## src/rtl/div_issue_queue.sv

```systemverilog
// div_issue_queue: buffers divider operand pairs in a FIFO, issues them one at a time,
// and holds each quotient (or a watchdog error) under a valid/ready handshake.
module div_issue_queue #(
   parameter int W       = 10,
   parameter int DEPTH   = 4,
   parameter int TIMEOUT = 31
) (
   input  logic                   clk,
   input  logic                   sclr,
   input  logic                   in_valid,
   input  logic [W-1:0]           in_a,
   input  logic [W-1:0]           in_b,
   output logic                   in_ready,
   output logic [W-1:0]           div_a,
   output logic [W-1:0]           div_b,
   output logic                   div_start,
   input  logic                   div_busy,
   input  logic                   div_valid,
   input  logic [W-1:0]           div_q,
   input  logic                   div_dvz,
   input  logic                   div_ovf,
   output logic                   res_valid,
   input  logic                   res_ready,
   output logic [W-1:0]           res_q,
   output logic                   res_dvz,
   output logic                   res_ovf,
   output logic                   res_err,
   output logic [$clog2(DEPTH):0] count
);
   localparam int AW = $clog2(DEPTH);
   localparam int CW = AW + 1;
   localparam int TW = $clog2(TIMEOUT + 1);
   localparam logic [CW-1:0] FULL = CW'(DEPTH);
   localparam logic [TW-1:0] WD_LAST = TW'(TIMEOUT - 1);

   typedef enum logic [1:0] {IDLE, ISSUE, WAIT, HOLD} state_e;

   state_e state_q, state_d;
   logic [2*W-1:0] mem [DEPTH];
   logic [AW-1:0] wr_q, wr_d, rd_q, rd_d;
   logic [CW-1:0] cnt_q, cnt_d;
   logic [TW-1:0] wd_q, wd_d;
   logic [2*W-1:0] op_q, op_d;
   logic [W+2:0] out_q, out_d;
   logic push, pop;

   assign in_ready = cnt_q < FULL && !sclr;
   assign push = in_valid && in_ready;
   assign pop = state_q == ISSUE;
   assign wr_d = wr_q + AW'(push);
   assign rd_d = rd_q + AW'(pop);
   assign cnt_d = cnt_q + CW'(push) - CW'(pop);
   assign {div_a, div_b} = op_q;
   assign div_start = state_q == ISSUE;
   assign res_valid = state_q == HOLD;
   assign {res_q, res_dvz, res_ovf, res_err} = out_q;
   assign count = cnt_q;

   always_comb begin
      state_d = state_q;
      op_d = op_q;
      out_d = out_q;
      wd_d = wd_q;
      case (state_q)
         IDLE: if (|cnt_q && !div_busy) begin
            op_d = mem[rd_q];
            state_d = ISSUE;
         end
         ISSUE: begin
            wd_d = '0;
            state_d = WAIT;
         end
         // a result arriving on the expiry cycle takes priority over the error
         WAIT: if (div_valid) begin
            out_d = {div_q, div_dvz, div_ovf, 1'b0};
            state_d = HOLD;
         end else if (wd_q == WD_LAST) begin
            out_d = {{(W + 2){1'b0}}, 1'b1};
            state_d = HOLD;
         end else begin
            wd_d = wd_q + TW'(1);
         end
         HOLD: if (res_ready) state_d = IDLE;
         default: state_d = IDLE;
      endcase
   end

   always_ff @(posedge clk) begin
      if (push) mem[wr_q] <= {in_a, in_b};
   end

   always_ff @(posedge clk) begin
      if (sclr) begin
         state_q <= IDLE;
         wr_q <= '0;
         rd_q <= '0;
         cnt_q <= '0;
         wd_q <= '0;
         op_q <= '0;
         out_q <= '0;
      end else begin
         state_q <= state_d;
         wr_q <= wr_d;
         rd_q <= rd_d;
         cnt_q <= cnt_d;
         wd_q <= wd_d;
         op_q <= op_d;
         out_q <= out_d;
      end
   end
endmodule

```

## config.mk

```make
export PLATFORM = sky130hd
export DESIGN_NAME = div_issue_queue
export DESIGN_NICKNAME = d
export VERILOG_FILES = /design/src/rtl/div_issue_queue.sv
export SDC_FILE = /design/constraint.sdc
export NUM_CORES = 1
export LEC_CHECK = 0
export CAP_MARGIN = 20
export CORE_MARGIN = 8
export CORE_UTILIZATION = 53
export DETAILED_ROUTE_END_ITERATION = 10
export PLACE_DENSITY = 0.79
export SETUP_SLACK_MARGIN = 0.02
export SKIP_LAST_GASP = 1
export SLEW_MARGIN = 0
export SYNTH_ARGS = -nofsm -noshare
export SYNTH_HDL_FRONTEND = slang
export SYNTH_SLANG_ARGS = --single-unit
```

## constraint.sdc

```tcl
create_clock -name clk -period 3.3 [get_ports clk]
set_clock_uncertainty 0.1 [all_clocks]
set_input_delay 0.33 -clock clk [delete_from_list [all_inputs] [get_ports clk]]
set_output_delay 0.33 -clock clk [all_outputs]
set_load 0.005 [all_outputs]
```

==> impl_metrics.csv, run 1 <==
group,metric,value,unit
status,status,"completed",
final_layout,nets,461,
clock_network,root_buffer,"clkbuf_8",
power_and_ir_drop,p_total,5.09,mW
sta,setup_viol,0,
synthesis,synth_nets,372,
sta,slew_headroom,0.442,
place,post-place-ws,1.08,ns
global_routing,grt_pass1_vias,3252,
drt,post_drt_wl_per_cell,20.1,um
place,numPortBuffers,76,
floorplan,chipWidth,113,um
drt,ant_nets,0,
global_routing,grt_pass1_wl,17.2,mm
power_and_ir_drop,leakage,2.20,nW
synthesis,synthesis.area,4990,um^2
clock_network,cts_resized,0,
drt,wl,10.8,mm
power_and_ir_drop,pwr_density_cell,788,nW/um^2
power_and_ir_drop,ir_drop,632,uV
global_routing,grt_antenna_before_repair,0,
floorplan,dieArea,12800,um^2
global_routing,grt_max_degree,46,
worst_setup_path,cp_data_arrival_time,1.78,ns
synthesis,async_reset_ff_frac,0,
clock_network,cts_tree,"yes",
synthesis,yosys_warnings,0,
worst_setup_path,required,2.87,ns
sta,drv_slew,0,
synthesis,synth_top_area_frac,0.481,
sta,worst_slew_pin_slew,0.831,ns
worst_hold_path,hold_class,"in2reg",
synthesis,ys_types,41,
clock_network,cts_num_sinks,127,
synthesis,yosys_register_bits,127,
clock_network,path_clk_slew,0.06,ns
sta,finalCritPeriodShare,0.670,
drt,dr.pass1.iters,4,
floorplan,start_util,0.543,
floorplan,num_io_pins,77,
synthesis,synth_flop_cell,"edfxtp_1",
sta,clock.fmax,452,MHz
sta,tns,0,ns
synthesis,synth.area.top_cells,"edfxtp_1 (48%), dfxtp_1 (19%), mux4_2 (8.1%), a21oi_2 (3.7%), ha_1 (2.5%)",
run,max-cap-violations,0,
drt,vias,3007,
worst_setup_path,worstSetupPathType,"reg2out",
synthesis,synth.avg_cell_area,15.5,um^2
clock_network,cts_max_level,4,
final_layout,area_delta_synth_final,29.3,%
sta,finalHoldViolCount,0,
clock_network,worstSkewPairLatency,0.52,ns
clock_network,numCtsBuffers,17,
place,dpl-instance-area,5860,um^2
final_layout,fin_area,6460,um^2
final_layout,diodes,0,
sta,rsz0062_at_grt,"no",
sta,fin_ws,1.09,ns
final_layout,mostFrequentLayoutCell,"edfxtp_1",
global_routing,grt_overflow,0,
sta,fin_crit,2.21,ns
floorplan,core,9200,um^2
clock_network,ctsHoldBuffers,0,
drt,vias_per_cell,5.61,
worst_setup_path,worstPathMaxFanout,4,
synthesis,synth_top_cell_by_area,"edfxtp_1",
worst_setup_path,worstSetupEndpointType,"primary output",
worst_setup_path,ff2ff_path_depth,6,
floorplan,dieHeight,113,um
global_routing,grtUsageTotal,0.179,
drt,drtIter0Drc,184,
clock_network,postCtsSetupBuffers,0,
final_layout,final_layout_size_suffix_gt1_frac,0.249,
synthesis,synth_cells,323,
worst_hold_path,hold_depth,3,
worst_setup_path,cp-start-kind,"flop",
clock_network,clockBufferDepth,2,
place,post-dp-hpwl,6.47,mm
synthesis,synth_seq_area_share,0.670,
floorplan,fp-row-count,35,
drt,drc_errors,0,
final_layout,final_cell_mix,"edfxtp_1 (80), clkdlybuf4s50_1 (75), dfxtp_1 (47)",
place,gp_congestion,0.752,
synthesis,synth-edff-count,80,
[cell usage after synthesis, types with 2 or more instances]
cell / count
xnor2_1: 5
nor2_1: 18
a21oi_2: 21
ha_1: 10
mux4_2: 18
buf_6: 6
nor3b_1: 3
a22oi_1: 12
mux4_1: 2
inv_1: 9
nand2_2: 20
clkbuf_1: 3
buf_2: 5
and3_1: 3
dfxtp_1: 47
edfxtp_1: 80
nor2b_1: 5
a21oi_1: 3
nand2_1: 26
nor3_1: 6
[worst max-delay path, stage by stage, from the launching register on]
cell and delay [ns]:
dfxtp_1 0.33, inv_1 0.14, ha_1 0.25, clkdlybuf4s50_1 0.54
[state kept, by name, indices dropped and copies added (netlist names)]
register	cells
count	3
mem	80
op_q	20
out_q	13
rd_q	2
state_q	2
wd_q	5
wr_q	2
[cell type report]
type / count / area, um^2
Clock buffer: 20 / 425
Clock inverter: 12 / 168
Fill cell: 619 / 2740
Inverter: 9 / 33.8
Multi-Input combinational cell: 172 / 1520
Sequential cell: 127 / 3340
Tap cell: 111 / 139
Timing Repair Buffer: 85 / 823
[metal layers]
metal	global-route usage	up-vias	share of wire	routed length, um
met4	0.0835	0	0.016	170
met3	0.0634	17	0.065	696
met1	0.207	1493	0.41	4410
li1	-	1387	-	-
met2	0.292	110	0.51	5470
met5	0	-	0	0
[per-stage QoR]
step	util	instances	hold slack (ns)
floorplan	-	323	0.329
CTS	0.702	536	0.309
global route	0.702	536	0.319
finish	0.702	536	0.318
global placement	0.638	504	0.354
detailed placement	0.638	504	0.358
[power breakdown]
group	internal, mW	leakage (nW)	switching (mW)
Clock	1.22	0.288	0.659
Sequential	1.85	1.11	0.101
Combinational	0.637	0.807	0.624
[cell families after synthesis]
logic type | after synthesis | share of synthesized area
simple gates | 90 | 0.0950
compound gates | 44 | 0.0739
buf+inv | 24 | 0.0283
fa+ha+maj | 11 | 0.0291
mux | 21 | 0.0937
flops | 127 | 0.670
xor+xnor | 6 | 0.0105
[path summary, 6_finish.rpt]
path	startpoint	end	slack (ns)
setup reg to reg	wd_q[0]	out_q[11]	1.26
hold / removal	sclr	out_q[6]	0.32
hold reg to reg	op_q[2]	op_q[2]	0.37
setup / recovery	state_q[1]	div_start	1.09
(Power assumes the default switching activity.)
==> run 2, diff against run 1 <==
==> constraint.sdc (replaced) <==
create_clock -name clk -period 2.3 [get_ports clk]
set_clock_uncertainty 0.1 [all_clocks]
set_input_delay 0.23 -clock clk [delete_from_list [all_inputs] [get_ports clk]]
set_output_delay 0.23 -clock clk [all_outputs]
set_load 0.005 [all_outputs]
==> run 2 against run 1 <==
- count of clock-buffer cells in the layout is 2 lower
- non-clock buffer count increased by 3
- critical endpoint unchanged
- sequential share of layout area hardly changed
- first-iteration DRC count shrank 4.9%
- sequential power rose by 45%
- setup slack got worse by 0.88 ns
- sequential cell count stayed put
- critical path type unchanged
==> impl_metrics.csv, run 2 (synthesis results as in run 1) <==
group,metric,value,unit
sta,worst_slew_pin_slew,0.813,ns
final_layout,mostFrequentLayoutCell,"edfxtp_1",
worst_setup_path,cp-start-kind,"flop",
drt,drtIter0Drc,175,
global_routing,grt_pass1_wl,16.4,mm
worst_setup_path,required,1.97,ns
sta,holdWs,0.248,ns
global_routing,grt_pass1_vias,3120,
clock_network,ctsHoldBuffers,0,
final_layout,area_delta_synth_final,29.3,%
floorplan,core,9200,um^2
drt,vias,2970,
worst_setup_path,worstSetupEndpointType,"primary output",
floorplan,dieArea,12800,um^2
clock_network,cts_max_level,4,
run,max-cap-violations,0,
worst_setup_path,startpoint,"state_q[1]",
worst_setup_path,cp_data_arrival_time,1.76,ns
worst_setup_path,cp.depth,3,
global_routing,grtUsageTotal,0.168,
place,numPortBuffers,76,
final_layout,diodes,0,
worst_setup_path,ff2ff_path_depth,6,
status,status,"completed",
floorplan,chipWidth,113,um
power_and_ir_drop,ir_drop,677,uV
final_layout,fill_cells,610,
drt,wl,10.4,mm
final_layout,largest_reg_flops,80,
global_routing,grt_max_degree,46,
worst_setup_path,cp_cell_sequence,"inv_1 > ha_1 > clkdlybuf4s50_1",
global_routing,grt_antenna_before_repair,0,
worst_hold_path,hold_depth,3,
sta,drv_slew,0,
final_layout,fin_area,6450,um^2
worst_setup_path,critPathTopFamily,"buffers and inverters",
floorplan,num_io_pins,77,
sta,fin_ws,0.211,ns
worst_setup_path,slowest_delay,0.53,ns
power_and_ir_drop,pwr_density_cell,1090,nW/um^2
worst_hold_path,hold_class,"in2reg",
final_layout,fin_util,0.702,
power_and_ir_drop,leakage,2.18,nW
place,post-dp-hpwl,6.40,mm
drt,drc_errors,0,
clock_network,root_buffer,"clkbuf_8",
clock_network,worstSkewPairLatency,0.50,ns
clock_network,cts_num_sinks,127,
final_layout,final_cell_mix,"edfxtp_1 (80), clkdlybuf4s50_1 (75), dfxtp_1 (46)",
clock_network,postCtsSetupBuffers,0,
sta,finalCritPeriodShare,0.908,
floorplan,dieHeight,113,um
worst_setup_path,cpMaxStageDelayCell,"clkdlybuf4s50_1",
final_layout,top_regs,"mem (80), op_q (20), out_q (13)",
drt,post_drt_wl_per_cell,19.3,um
place,gp_congestion,0.725,
place,dpl-instance-area,5920,um^2
sta,setup_viol,0,
drt,dr.pass1.iters,4,
worst_setup_path,cp.buffers_inverters,2,
place,place_inst,507,
worst_hold_path,min_from,"sclr",
power_and_ir_drop,p_total,7.03,mW
sta,clock.fmax,479,MHz
sta,slew_headroom,0.455,
clock_network,cts_resized,0,
sta,finalHoldViolCount,0,
worst_setup_path,worstSetupPathType,"reg2out",
floorplan,start_util,0.543,
drt,ant_nets,0,
place,post-place-ws,0.271,ns
sta,fin_crit,2.09,ns
final_layout,instances_no_fill,539,
clock_network,clockBufferDepth,2,
global_routing,grt_overflow,0,
sta,rsz0062_at_grt,"no",
sta,tns,0,ns
floorplan,fp-row-count,35,
clock_network,cts_tree,"yes",
clock_network,path_clk_slew,0.06,ns
drt,vias_per_cell,5.51,
final_layout,nets,464,
clock_network,numCtsBuffers,17,
final_layout,final_layout_size_suffix_gt1_frac,0.264,
final_layout,top_register,"mem",
worst_setup_path,worstPathMaxFanout,4,
worst_setup_path,r2r-start,"wd_q[0]",
[run 2: changes by cell type in the layout (fill, tap and decap cells not counted), moves of 2 or more]
cell        before  now
inv_6            0    2
clkinv_4         2    0
bufinv_16        4    1
clkbuf_1         3    1
nor3b_2          2    0
clkinvlp_4       1    7
nor3b_4          0    2
buf_4            9   11
[run 2: worst paths after layout]
| path | slack (ns) | end |
|---|---|---|
| worst max-delay path | 0.21 | div_start |
| worst min-delay path | 0.25 | out_q[7] |
| worst max register to register | 0.35 | out_q[9] |
| worst min register to register | 0.37 | op_q[18] |
[run 2: routing by layer]
layer | share of wire | global-route usage | up-vias
li1 | - | - | 1387
met1 | 0.43 | 0.195 | 1480
met2 | 0.49 | 0.281 | 91
met3 | 0.067 | 0.0570 | 12
met4 | 0.010 | 0.0631 | 0
met5 | 0 | 0 | -
[run 2: final cells by class]
| type | count | area (um^2) | area share |
|---|---|---|---|
| repair buffers | 88 | 858 | 0.133 |
| clock buffers | 18 | 418 | 0.0647 |
| inverters | 9 | 33.8 | 0.00523 |
| well taps | 111 | 139 | 0.0215 |
| clock inverters | 14 | 119 | 0.0184 |
| multi-input cells | 172 | 1540 | 0.239 |
| flip-flops and latches | 127 | 3340 | 0.518 |
[run 2: worst min-delay path: cells and delay by family]
kind / cells / cell delay [ns]
buffers and inverters: 2 / 0.43
and+or+nand+nor: 1 / 0.16
[run 2: report_power, final]
part	total (mW)	switching, mW	internal, mW
clock network	2.40	0.972	1.42
logic	1.80	0.861	0.942
registers	2.83	0.174	2.65
